$ cat config.mk
export PLATFORM = sky130hd
export DESIGN_NAME = iru_rot_addr_gen
export DESIGN_NICKNAME = d
export VERILOG_FILES = /design/src/rtl/iru_pkg.sv /design/src/rtl/iru_trig_lut.sv /design/src/rtl/iru_rot_addr_gen.sv
export SDC_FILE = /design/constraint.sdc
export NUM_CORES = 1
export LEC_CHECK = 0
export CORE_ASPECT_RATIO = 0.8
export CORE_MARGIN = 4
export CORE_UTILIZATION = 55
export CTS_CLUSTER_SIZE = 10
export DETAILED_ROUTE_END_ITERATION = 12
export PLACE_DENSITY = 0.68
export SYNTH_ARGS = -nofsm -noshare
export SYNTH_HDL_FRONTEND = slang
export SYNTH_SLANG_ARGS = --single-unit
$ cat constraint.sdc
create_clock -name clk -period 10.5 [get_ports clk]
set_input_delay 2.1 -clock clk [delete_from_list [all_inputs] [get_ports clk]]
set_output_delay 2.1 -clock clk [all_outputs]
set_load 0.005 [all_outputs]
$ cat src/rtl/iru_pkg.sv
// iru_pkg: shared definitions for the image rotation unit address generator.
//   - default window size, angle-bin count and trig LUT format
//   - widths derived from those defaults
//   - address generator state encoding
//   - real-to-integer rounding helper used when building the trig table
package iru_pkg;

    localparam int IRU_DIM        = 32'd20;
    localparam int IRU_NUM_ANGLES = 32'd36;
    localparam int IRU_TRIG_W     = 32'd9;
    localparam int IRU_FRAC       = 32'd7;

    localparam int IRU_CW = $clog2(IRU_DIM);               // pixel coordinate width
    localparam int IRU_AW = $clog2(IRU_NUM_ANGLES);        // angle index width
    localparam int IRU_DW = IRU_CW + 32'd1;                // signed centred offset width
    localparam int IRU_PW = IRU_TRIG_W + IRU_CW + 32'd3;   // product / sum width

    typedef enum logic [1:0] {
        IDLE  = 2'd0,
        RUN   = 2'd1,
        DRAIN = 2'd2
    } iru_state_e;

    // Round to nearest, halves away from zero.
    function automatic int iru_round_real(input real v);
        if (v >= 0.0) begin
            return $rtoi(v + 0.5);
        end else begin
            return -$rtoi(0.5 - v);
        end
    endfunction

endpackage

$ cat src/rtl/iru_trig_lut.sv
// iru_trig_lut: combinational cos/sin table indexed by angle bin.
//   Bin k is k*(360/NUM_ANGLES) degrees; each entry is round(2^FRAC * trig).
//   The table is padded to a power of two; padding entries repeat bin 0,
//   so out-of-range indices behave as angle 0.
// Ports:
//   angle_idx  in   angle bin
//   cos_val    out  signed cos, FRAC fractional bits
//   sin_val    out  signed sin, FRAC fractional bits
module iru_trig_lut
    import iru_pkg::*;
#(
    parameter int NUM_ANGLES = IRU_NUM_ANGLES,
    parameter int TRIG_W     = IRU_TRIG_W,
    parameter int FRAC       = IRU_FRAC
) (
    input  logic [$clog2(NUM_ANGLES)-1:0] angle_idx,
    output logic signed [TRIG_W-1:0]      cos_val,
    output logic signed [TRIG_W-1:0]      sin_val
);

    localparam int AW      = $clog2(NUM_ANGLES);
    localparam int TABLE_N = 32'd1 << AW;

    // Constant table entry; bins beyond NUM_ANGLES fold onto bin 0.
    function automatic logic signed [TRIG_W-1:0] trig_entry(input int k, input logic want_sin);
        real ang_rad;
        real v;
        int  kk;
        kk      = (k < NUM_ANGLES) ? k : 32'd0;
        ang_rad = 2.0 * 3.14159265358979 * real'(kk) / real'(NUM_ANGLES);
        if (want_sin) begin
            v = $sin(ang_rad);
        end else begin
            v = $cos(ang_rad);
        end
        return TRIG_W'(iru_round_real(v * real'(32'd1 << FRAC)));
    endfunction

    logic signed [TRIG_W-1:0] cos_tab_s [TABLE_N];
    logic signed [TRIG_W-1:0] sin_tab_s [TABLE_N];

    for (genvar k = 0; k < TABLE_N; k++) begin : g_tab
        assign cos_tab_s[k] = trig_entry(k, 1'b0);
        assign sin_tab_s[k] = trig_entry(k, 1'b1);
    end

    // Table read
    always_comb begin
        cos_val = cos_tab_s[angle_idx];
        sin_val = sin_tab_s[angle_idx];
    end

endmodule

$ cat src/rtl/iru_rot_addr_gen.sv
// iru_rot_addr_gen: rotation address generator.
//   A start handshake latches the cos/sin pair for an angle bin; the engine
//   then walks every destination pixel of a DIM x DIM window in raster order
//   and streams the rotated source coordinate for each one.
//   Pipeline: stage 0 issues the pixel, stage 1 registers the four products,
//   stage 2 forms sums, shifts, bounds-checks and drives the output registers.
//   Everything advances together when the output register is free or drained.
// Build option:
//   IRU_ROT_ROUND_EN  when defined, results round half-up instead of flooring.
// Ports:
//   clk, rst                 clock, asynchronous active-high reset
//   start_valid/start_ready  angle request handshake (ready only in IDLE)
//   angle_idx                angle bin; bins >= NUM_ANGLES behave as bin 0
//   out_valid/out_ready      coordinate beat handshake
//   out_dst_row/out_dst_col  destination pixel
//   out_src_row/out_src_col  low bits of rotated source coordinate
//   out_in_bounds            source lies inside the window on both axes
//   out_last                 final beat of the frame
//   busy                     engine is not IDLE
module iru_rot_addr_gen
    import iru_pkg::*;
#(
    parameter int DIM        = IRU_DIM,
    parameter int NUM_ANGLES = IRU_NUM_ANGLES,
    parameter int TRIG_W     = IRU_TRIG_W,
    parameter int FRAC       = IRU_FRAC
) (
    input  logic                          clk,
    input  logic                          rst,
    input  logic                          start_valid,
    output logic                          start_ready,
    input  logic [$clog2(NUM_ANGLES)-1:0] angle_idx,
    output logic                          out_valid,
    input  logic                          out_ready,
    output logic [$clog2(DIM)-1:0]        out_dst_row,
    output logic [$clog2(DIM)-1:0]        out_dst_col,
    output logic [$clog2(DIM)-1:0]        out_src_row,
    output logic [$clog2(DIM)-1:0]        out_src_col,
    output logic                          out_in_bounds,
    output logic                          out_last,
    output logic                          busy
);

    localparam int CW = $clog2(DIM);
    localparam int DW = CW + 32'd1;
    localparam int PW = TRIG_W + CW + 32'd3;

    localparam logic [CW-1:0]        MAX_C   = CW'(DIM - 32'd1);
    localparam logic signed [DW-1:0] CTR_DW  = DW'(DIM / 32'd2);
    localparam logic signed [PW-1:0] CTR_PW  = PW'(DIM / 32'd2);
    localparam logic signed [PW-1:0] DIM_PW  = PW'(DIM);
    localparam logic signed [PW-1:0] ZERO_PW = {PW{1'b0}};
    localparam logic signed [PW-1:0] ONE_PW  = {{(PW-1){1'b0}}, 1'b1};
`ifdef IRU_ROT_ROUND_EN
    localparam logic signed [PW-1:0] RND_PW  = ONE_PW <<< (FRAC - 32'd1);
`else
    localparam logic signed [PW-1:0] RND_PW  = ZERO_PW;
`endif

    iru_state_e state_r;
    iru_state_e state_nxt_s;
    logic       start_ready_r;
    logic       busy_r;
    logic       start_ready_nxt_s;
    logic       busy_nxt_s;

    logic adv_s;
    logic start_hs_s;
    logic at_end_s;
    logic last_issue_s;
    logic accept_last_s;

    logic [CW-1:0]            row_r;
    logic [CW-1:0]            col_r;
    logic signed [TRIG_W-1:0] lut_cos_s;
    logic signed [TRIG_W-1:0] lut_sin_s;
    logic signed [TRIG_W-1:0] cos_r;
    logic signed [TRIG_W-1:0] sin_r;

    logic          s0_valid_r;
    logic          s0_last_r;
    logic [CW-1:0] s0_row_r;
    logic [CW-1:0] s0_col_r;

    logic signed [DW-1:0] dx_s;
    logic signed [DW-1:0] dy_s;
    logic signed [PW-1:0] dx_pw_s;
    logic signed [PW-1:0] dy_pw_s;
    logic signed [PW-1:0] cos_pw_s;
    logic signed [PW-1:0] sin_pw_s;

    logic                 s1_valid_r;
    logic                 s1_last_r;
    logic [CW-1:0]        s1_row_r;
    logic [CW-1:0]        s1_col_r;
    logic signed [PW-1:0] p_xc_r;
    logic signed [PW-1:0] p_ys_r;
    logic signed [PW-1:0] p_xs_r;
    logic signed [PW-1:0] p_yc_r;

    logic signed [PW-1:0] src_col_s;
    logic signed [PW-1:0] src_row_s;
    logic                 in_bounds_s;

    logic          out_valid_r;
    logic [CW-1:0] out_dst_row_r;
    logic [CW-1:0] out_dst_col_r;
    logic [CW-1:0] out_src_row_r;
    logic [CW-1:0] out_src_col_r;
    logic          out_in_bounds_r;
    logic          out_last_r;

    iru_trig_lut #(
        .NUM_ANGLES (NUM_ANGLES),
        .TRIG_W     (TRIG_W),
        .FRAC       (FRAC)
    ) u_trig_lut (
        .angle_idx (angle_idx),
        .cos_val   (lut_cos_s),
        .sin_val   (lut_sin_s)
    );

    // Handshake and pipeline-advance qualifiers
    always_comb begin
        adv_s         = !out_valid_r || out_ready;
        start_hs_s    = start_valid && start_ready_r;
        at_end_s      = (row_r == MAX_C) && (col_r == MAX_C);
        last_issue_s  = (state_r == RUN) && adv_s && at_end_s;
        accept_last_s = out_valid_r && out_ready && out_last_r;
    end

    // FSM next-state logic
    always_comb begin
        state_nxt_s = state_r;
        case (state_r)
            IDLE: begin
                if (start_hs_s) begin
                    state_nxt_s = RUN;
                end else begin
                    state_nxt_s = IDLE;
                end
            end
            RUN: begin
                if (last_issue_s) begin
                    state_nxt_s = DRAIN;
                end else begin
                    state_nxt_s = RUN;
                end
            end
            DRAIN: begin
                if (accept_last_s) begin
                    state_nxt_s = IDLE;
                end else begin
                    state_nxt_s = DRAIN;
                end
            end
            default: state_nxt_s = IDLE;
        endcase
    end

    // FSM outputs, computed for the next state so they can be registered
    always_comb begin
        start_ready_nxt_s = 1'b0;
        busy_nxt_s        = 1'b1;
        case (state_nxt_s)
            IDLE: begin
                start_ready_nxt_s = 1'b1;
                busy_nxt_s        = 1'b0;
            end
            RUN, DRAIN: begin
                start_ready_nxt_s = 1'b0;
                busy_nxt_s        = 1'b1;
            end
            default: begin
                start_ready_nxt_s = 1'b1;
                busy_nxt_s        = 1'b0;
            end
        endcase
    end

    // FSM state and registered status flags
    always_ff @(posedge clk or posedge rst) begin
        if (rst) begin
            state_r       <= IDLE;
            start_ready_r <= 1'b1;
            busy_r        <= 1'b0;
        end else begin
            state_r       <= state_nxt_s;
            start_ready_r <= start_ready_nxt_s;
            busy_r        <= busy_nxt_s;
        end
    end

    // Raster counters and latched trig pair
    always_ff @(posedge clk or posedge rst) begin
        if (rst) begin
            row_r <= {CW{1'b0}};
            col_r <= {CW{1'b0}};
            cos_r <= {TRIG_W{1'b0}};
            sin_r <= {TRIG_W{1'b0}};
        end else if (start_hs_s) begin
            row_r <= {CW{1'b0}};
            col_r <= {CW{1'b0}};
            cos_r <= lut_cos_s;
            sin_r <= lut_sin_s;
        end else if ((state_r == RUN) && adv_s) begin
            if (col_r == MAX_C) begin
                col_r <= {CW{1'b0}};
                row_r <= (row_r == MAX_C) ? {CW{1'b0}} : row_r + CW'(1'b1);
            end else begin
                col_r <= col_r + CW'(1'b1);
            end
        end
    end

    // Stage 0: issue the current pixel
    always_ff @(posedge clk or posedge rst) begin
        if (rst) begin
            s0_valid_r <= 1'b0;
            s0_last_r  <= 1'b0;
            s0_row_r   <= {CW{1'b0}};
            s0_col_r   <= {CW{1'b0}};
        end else if (adv_s) begin
            s0_valid_r <= (state_r == RUN);
            s0_last_r  <= (state_r == RUN) && at_end_s;
            s0_row_r   <= row_r;
            s0_col_r   <= col_r;
        end
    end

    // Centred offsets, sign-extended to the product width
    always_comb begin
        dx_s     = $signed({1'b0, s0_col_r}) - CTR_DW;
        dy_s     = $signed({1'b0, s0_row_r}) - CTR_DW;
        dx_pw_s  = PW'(dx_s);
        dy_pw_s  = PW'(dy_s);
        cos_pw_s = PW'(cos_r);
        sin_pw_s = PW'(sin_r);
    end

    // Stage 1: register the four rotation products
    always_ff @(posedge clk or posedge rst) begin
        if (rst) begin
            s1_valid_r <= 1'b0;
            s1_last_r  <= 1'b0;
            s1_row_r   <= {CW{1'b0}};
            s1_col_r   <= {CW{1'b0}};
            p_xc_r     <= ZERO_PW;
            p_ys_r     <= ZERO_PW;
            p_xs_r     <= ZERO_PW;
            p_yc_r     <= ZERO_PW;
        end else if (adv_s) begin
            s1_valid_r <= s0_valid_r;
            s1_last_r  <= s0_valid_r && s0_last_r;
            s1_row_r   <= s0_row_r;
            s1_col_r   <= s0_col_r;
            p_xc_r     <= dx_pw_s * cos_pw_s;
            p_ys_r     <= dy_pw_s * sin_pw_s;
            p_xs_r     <= dx_pw_s * sin_pw_s;
            p_yc_r     <= dy_pw_s * cos_pw_s;
        end
    end

    // Sums, fixed-point shift back to pixels (floors toward -inf) and bounds
    always_comb begin
        src_col_s   = ((p_xc_r - p_ys_r + RND_PW) >>> FRAC) + CTR_PW;
        src_row_s   = ((p_xs_r + p_yc_r + RND_PW) >>> FRAC) + CTR_PW;
        in_bounds_s = (src_row_s >= ZERO_PW) && (src_row_s < DIM_PW) &&
                      (src_col_s >= ZERO_PW) && (src_col_s < DIM_PW);
    end

    // Stage 2: output registers, held while a beat waits for out_ready
    always_ff @(posedge clk or posedge rst) begin
        if (rst) begin
            out_valid_r     <= 1'b0;
            out_dst_row_r   <= {CW{1'b0}};
            out_dst_col_r   <= {CW{1'b0}};
            out_src_row_r   <= {CW{1'b0}};
            out_src_col_r   <= {CW{1'b0}};
            out_in_bounds_r <= 1'b0;
            out_last_r      <= 1'b0;
        end else if (adv_s) begin
            out_valid_r     <= s1_valid_r;
            out_dst_row_r   <= s1_row_r;
            out_dst_col_r   <= s1_col_r;
            out_src_row_r   <= src_row_s[CW-1:0];
            out_src_col_r   <= src_col_s[CW-1:0];
            out_in_bounds_r <= in_bounds_s;
            out_last_r      <= s1_valid_r && s1_last_r;
        end
    end

    assign start_ready   = start_ready_r;
    assign busy          = busy_r;
    assign out_valid     = out_valid_r;
    assign out_dst_row   = out_dst_row_r;
    assign out_dst_col   = out_dst_col_r;
    assign out_src_row   = out_src_row_r;
    assign out_src_col   = out_src_col_r;
    assign out_in_bounds = out_in_bounds_r;
    assign out_last      = out_last_r;

endmodule

==> results of run 1 <==
[cells by family (layout without fill, tap and decap cells)]
family          Yosys count  count (layout)  share of synthesized area, %
simple gates            615             615                          18.7
buf+inv                 348             337                          8.72
compound gates          303             303                          12.7
fa+ha+maj               300             300                          32.2
flops                   139             139                          22.9
xor+xnor                 72              72                          4.29
mux                       6               6                         0.428
[area by class of cell]
cell class | instances | area, µm²
inverters | 262 | 988
multi-input cells | 1296 | 10400
flip-flops and latches | 139 | 3480
well taps | 364 | 455
clock buffers | 17 | 425
fillers | 2445 | 10900
repair buffers | 43 | 408
clock inverters | 15 | 168
[through the flow]
stage,cells,setup WS (ns)
floorplan,1783,4.68
finish,2136,3.63
global route,2136,3.06
CTS,2136,3.73
detailed placement,2104,3.77
global placement,2104,4.03
[path summary, 6_finish.rpt]
kind                           startpoint        endpoint  slack [ns]  depth (start not counted)
min                        out_dst_row[4]  out_dst_row[4]        0.46                          2
min reg2reg                out_dst_row[4]  out_dst_row[4]        0.46                          2
min in group asynchronous             rst     s1_row_r[4]        2.16                          2
max reg2reg                   s0_col_r[1]      p_xs_r[15]        3.63                         22
max                           s0_col_r[1]      p_xs_r[15]        3.63                         22
max in group asynchronous             rst       p_ys_r[9]        7.00                          3
[cells in the final DEF, fill, tap and decap left out, types with 5 or more instances in the layout]
master	netlist	routed
nand2_1	284	284
inv_1	260	259
fa_1	152	152
ha_1	148	148
dfrtp_1	138	138
nor2_1	103	103
o21ai_0	90	90
a21oi_1	86	86
and2_1	76	76
nor2b_1	55	54
xnor2_1	49	49
clkdlybuf4s50_1	0	34
nand3_1	25	25
xor2_1	21	21
o31ai_1	19	19
nand2b_1	19	18
clkbuf_16	0	17
nor3_1	15	15
a21o_1	14	14
a31oi_1	11	11
a21boi_0	10	10
a211oi_1	10	10
or2_2	9	9
buf_4	1	9
nand4_1	8	8
o21bai_1	7	7
inv_6	0	6
or3_1	5	5
o21a_1	5	5
inv_8	0	5
[worst reg2reg max path, delay by kind of cell, from the launching register on]
kind	cells	cell delay, ns
AOI/OAI and AO/OA	8	1.47
xor gates and xnor gates	1	0.58
adders and majority gates	6	2.86
buffers and inverters	4	0.78
DFF	1	0.65
and+or+nand+nor	3	0.41
[sequential cells by signal (all words and copies together) (netlist names), 9 cells and up]
name    flops
sin_r       9
p_ys_r     15
cos_r       9
p_yc_r     15
p_xs_r     15
p_xc_r     15
[layer usage]
metal	vias up	track usage, %	part of all wire (%)
li1	5660	-	-
met1	5655	34.5	49
met2	246	38.3	45
met3	50	4.89	4.8
met4	2	5.72	1.7
met5	-	0	0.037
==> out/results.tsv, run 1 <==
stage	metric	value	unit
routing	vias	11600	
synth	Synth cell types	77	
cts	CTS tree	yes	
routing	vias per cell	5.44	
setup_path	CP most frequent cell	fa_1	
floorplan	I/O pin total	35	
cts	Clk pin slew, worst setup/hold paths	0.07	ns
cts	# hold bufs at CTS	0	
timing	Min Hold Slack	0.464	ns
run_status	status	completed	
floorplan	Die Width	194	µm
synth	top-count cell post-synth	nand2_1	
min_path	Worst Hold Class	reg -> reg	
floorplan	row count	54	
cts	CTS sink cnt	139	
cts	Resize count post-CTS	0	
cts	Max clock buf depth	2	
floorplan	Core Area	0.0272	mm²
synth	Avg Cell Area, Syn	8.53	µm²
timing	Setup Skew	0.0139	ns
grt	total global routing overflow	0	
routing	DRC Markers	0	
finish	Nets	2069	
timing	fmax	0.145	GHz
setup_path	CP endpoint kind	flop	
cts	Post-CTS Setup Inserts	0	
routing	DRT iter0 DRCs	700	
setup_path	Buf/Inv on CP	4	
timing	setup violators final	0	
cts	CTS H-Tree Depth	4	
synth	synth warn	0	
grt	initial antenna violation count	1	
setup_path	critical path's largest stage delay	0.65	ns
setup_path	Worst setup SP type	flop	
synth	EDFF count, synth	0	
setup_path	largest fanout on the critical path	13	
synth	Synth Cell Area	0.0152	mm²
finish	Inserted Diodes	0	
timing	setup TNS	0	ns
placement	gpl congestion	0.870	
timing	clock period minus worst slack	6.87	ns
timing	Tcrit/Tclk final	65.5	%
synth	asr flop ratio synth	100	%
synth	Top FF cell, synth	dfrtp_1	
timing	Final Max Slew Viols	0	
timing	Slew HR	35.2	%
setup_path	slowest CP cell	dfrtp_1	
floorplan	Starting Density	55.8	%
floorplan	Die Ht	157	µm
synth	synth top area cells	dfrtp_1 (23%), fa_1 (20%), ha_1 (12%), nand2_1 (7.0%), inv_1 (6.4%)	
synth	#FFs+latches synth	139	
setup_path	worst-path cell chain	clkinv_1, ha_1, xnor2_1, buf_4, nand2_1, fa_1, fa_1, inv_1, fa_1, inv_1, fa_1, fa_1, nor2b_1, o21ai_0, a21boi_0, o21ai_0, a21boi_0, o21ai_0, a21boi_0, o21ai_0, and3_1, o31ai_1	
floorplan	die area	0.0304	mm²
routing	Routed Wire Length	34800	µm
routing	Avg WL per Cell	16.3	µm
synth	Synthesized Nets	2093	
cts	worst skew pair latency	0.45	ns
synth	sequential-to-total area share from yosys stat	22.9	%
grt	number of global-route vias before repair	11800	
setup_path	CP delay by family, top	adder cells	
setup_path	Data arrival, critical path	7.22	ns
cts	CTS Root Cell	clkbuf_16	
setup_path	worst path required time	10.85	ns
timing	unrepaired setup endpoints after global routing	no	
cts	Num CTS Buffers	17	
grt	pin count of the biggest net entering global routing	78	
synth	Post-Syn Instances	1783	
placement	dpl hpwl	26900	µm
synth	area leader, netlist	dfrtp_1	
synth	synth cell count leaders	nand2_1 (284), inv_1 (260), fa_1 (152), ha_1 (148), dfrtp_1 (138)	
timing	Tightest Pin Transition	0.969	ns
finish	post-route cell area	0.0163	mm²
finish	share of cells above drive strength 1	4.29	%
flow_run	MaxCap Viol Count	0	
grt	first-pass GRT wire length	59300	µm
finish	Core Util, Final	60.0	%
synth	Synth top area share	22.7	%
routing	DRT Pass-1 Iters	5	
placement	Area after DPL	0.0157	mm²
grt	total track usage	24.1	%
placement	I/O Buffers	34	
timing	Final Hold Vio Count	0	
finish	P&R area growth vs syn	7.46	%
setup_path	critical path class	reg -> reg	
routing	remaining antenna violation count	0	
Power of run 1 is not shown: default switching activity piles up to over one toggle a cycle in this logic, so the estimate is an artifact.
==> run 2: changes to the inputs <==
- clock period: 10.5 -> 6.55 ns (I/O delays scaled with it)
==> run 2 against run 1 <==
Global-route usage rose by 0.065 points. Non-clock buffer count rose by 12. Count of clock-buffer cells in the layout did not move. Worst setup slack got worse by 3.1 ns. Design area rose by 0.74%. Routed wire length rose by 1.6%. Register-to-register slack got worse by 3.1 ns. Utilization rose by 0.45 points. Clock skew fell by 0.0024 ns. Critical path depth fell by 2. Critical path type unchanged. Largest cell class unchanged. Highest routed layer is now met4.
==> out/results.tsv, run 2 (synthesized netlist as in run 1, its figures left out) <==
stage	metric	value	unit
cts	Num CTS Buffers	17	
run_status	status	completed	
routing	vias	11800	
min_path	hold path endpoint	p_xc_r[0]	
finish	Nets	2081	
setup_path	Buf/Inv on CP	2	
timing	Min Hold Slack	0.461	ns
finish	most common cell after layout, fill and taps aside	nand2_1	
cts	worst skew pair latency	0.44	ns
grt	first-pass GRT wire length	59600	µm
floorplan	Starting Density	55.8	%
finish	multi-input logic area	0.0104	mm²
setup_path	Data arrival, critical path	6.40	ns
finish	P&R area growth vs syn	8.25	%
timing	Tcrit/Tclk final	92.5	%
flow_run	MaxCap Viol Count	0	
timing	Slew HR	36.5	%
setup_path	critical path's largest stage delay	0.60	ns
min_path	Hold Path Cell Cnt	2	
setup_path	CP delay by family, top	adder cells	
setup_path	worst-path cell chain	o21ai_0, xor2_1, nand2_1, fa_1, fa_1, inv_1, fa_1, inv_1, fa_1, fa_1, nor2b_1, o21ai_0, a21boi_0, o21ai_0, a21boi_0, o21ai_0, a21boi_0, o21ai_0, and3_1, o31ai_1	
setup_path	Reg-to-Reg Start	s0_row_r[1]	
setup_path	r2r setup slk	0.49	ns
finish	Filler Cells Inserted	2393	
finish	Inserted Diodes	0	
grt	total global routing overflow	0	
setup_path	Worst setup SP type	flop	
finish	Core Util, Final	60.4	%
timing	Tightest Pin Transition	0.949	ns
routing	Routed Wire Length	35300	µm
timing	Setup Skew	0.0115	ns
setup_path	critical path class	reg -> reg	
timing	clock period minus worst slack	6.06	ns
timing	Final Max Slew Viols	0	
grt	pin count of the biggest net entering global routing	93	
placement	I/O Buffers	34	
cts	# hold bufs at CTS	0	
routing	DRC Markers	0	
placement	gpl congestion	0.924	
timing	setup TNS	0	ns
cts	CTS sink cnt	139	
setup_path	CP endpoint kind	flop	
grt	total track usage	24.2	%
setup_path	largest fanout on the critical path	13	
routing	DRT iter0 DRCs	690	
finish	most frequent cells in the layout	nand2_1 (284), inv_1 (259), fa_1 (152), ha_1 (147), dfrtp_1 (138)	
routing	remaining antenna violation count	0	
floorplan	Die Ht	157	µm
setup_path	r2r worst-path depth	20	
floorplan	die area	0.0304	mm²
min_path	Hold Path Origin	p_xc_r[0]	
placement	dpl hpwl	27400	µm
timing	Final Hold Vio Count	0	
min_path	Worst Hold Class	reg -> reg	
cts	Max clock buf depth	2	
setup_path	reg2reg end	p_yc_r[15]	
grt	number of global-route vias before repair	12000	
routing	DRT Pass-1 Iters	5	
timing	unrepaired setup endpoints after global routing	no	
routing	Avg WL per Cell	16.4	µm
setup_path	worst path required time	6.89	ns
floorplan	Core Area	0.0272	mm²
finish	Register Area	0.00348	mm²
floorplan	I/O pin total	35	
cts	CTS Root Cell	clkbuf_16	
routing	vias per cell	5.51	
cts	CTS tree	yes	
floorplan	Die Width	194	µm
timing	fmax	0.165	GHz
grt	initial antenna violation count	0	
setup_path	slowest CP cell	xor2_1	
timing	setup violators final	0	
cts	Clk pin slew, worst setup/hold paths	0.07	ns
floorplan	row count	54	
finish	share of cells above drive strength 1	4.99	%
cts	CTS H-Tree Depth	4	
## run 2: cell types whose count changed in the layout (fill, tap and decap cells not counted), sizes merged
| cell | delta |
|---|---|
| inv | -2 |
| clkinv | +2 |
| buf | +12 |
## run 2: final cells by class
class	count	share of cell area (%)
Tap cell	364	2.77
Clock buffer	17	2.58
Clock inverter	15	1.19
Multi-Input combinational cell	1296	63.3
Sequential cell	139	21.1
Timing Repair Buffer	55	3.03
Inverter	262	6.01
## run 2: worst max path at each step
stage                startpoint         end  slack (ns)  cells after the start
detailed placement  s0_row_r[1]  p_yc_r[15]        0.51                     21
global placement    s0_row_r[1]  p_ys_r[15]        0.70                     22
finish              s0_row_r[1]  p_yc_r[15]        0.49                     20
floorplan           s0_col_r[1]  p_xs_r[15]        0.87                     22
global route        s0_row_r[1]  p_yc_r[15]        0.05                     20
CTS                 s0_row_r[1]  p_yc_r[15]        0.46                     21
## run 2: layer usage
metal	global-route usage, %	share of wire (%)	wire [µm]	vias to the layer above
met5	0	0	0	-
met4	6.36	1.9	669	0
met3	4.33	5.7	2000	55
met2	39.1	45	16000	273
met1	34.1	47	16700	5826
li1	-	-	-	5688
## run 2: per-stage QoR
| stage | area (µm²) | setup WS (ns) | std cells |
|---|---|---|---|
| after floorplan | 15200 | 0.874 | 1783 |
| after global placement | 15800 | 0.698 | 2116 |
| after detailed placement | 15800 | 0.506 | 2116 |
| after CTS | 16500 | 0.461 | 2148 |
| after global routing | 16500 | 0.0484 | 2148 |
| final | 16500 | 0.489 | 2148 |
## run 2: timing repair
action                     CTS  global route
setup endpoints to repair    0             1
gates resized for setup      0             1
setup buffers                0             0
## run 2: tightest hold or removal path, cell delays in order (launching register included)
cell     delay [ns]
dfrtp_1        0.34
nand2_1        0.05
nand2_1        0.05
Power of run 2 is left out for the same reason.
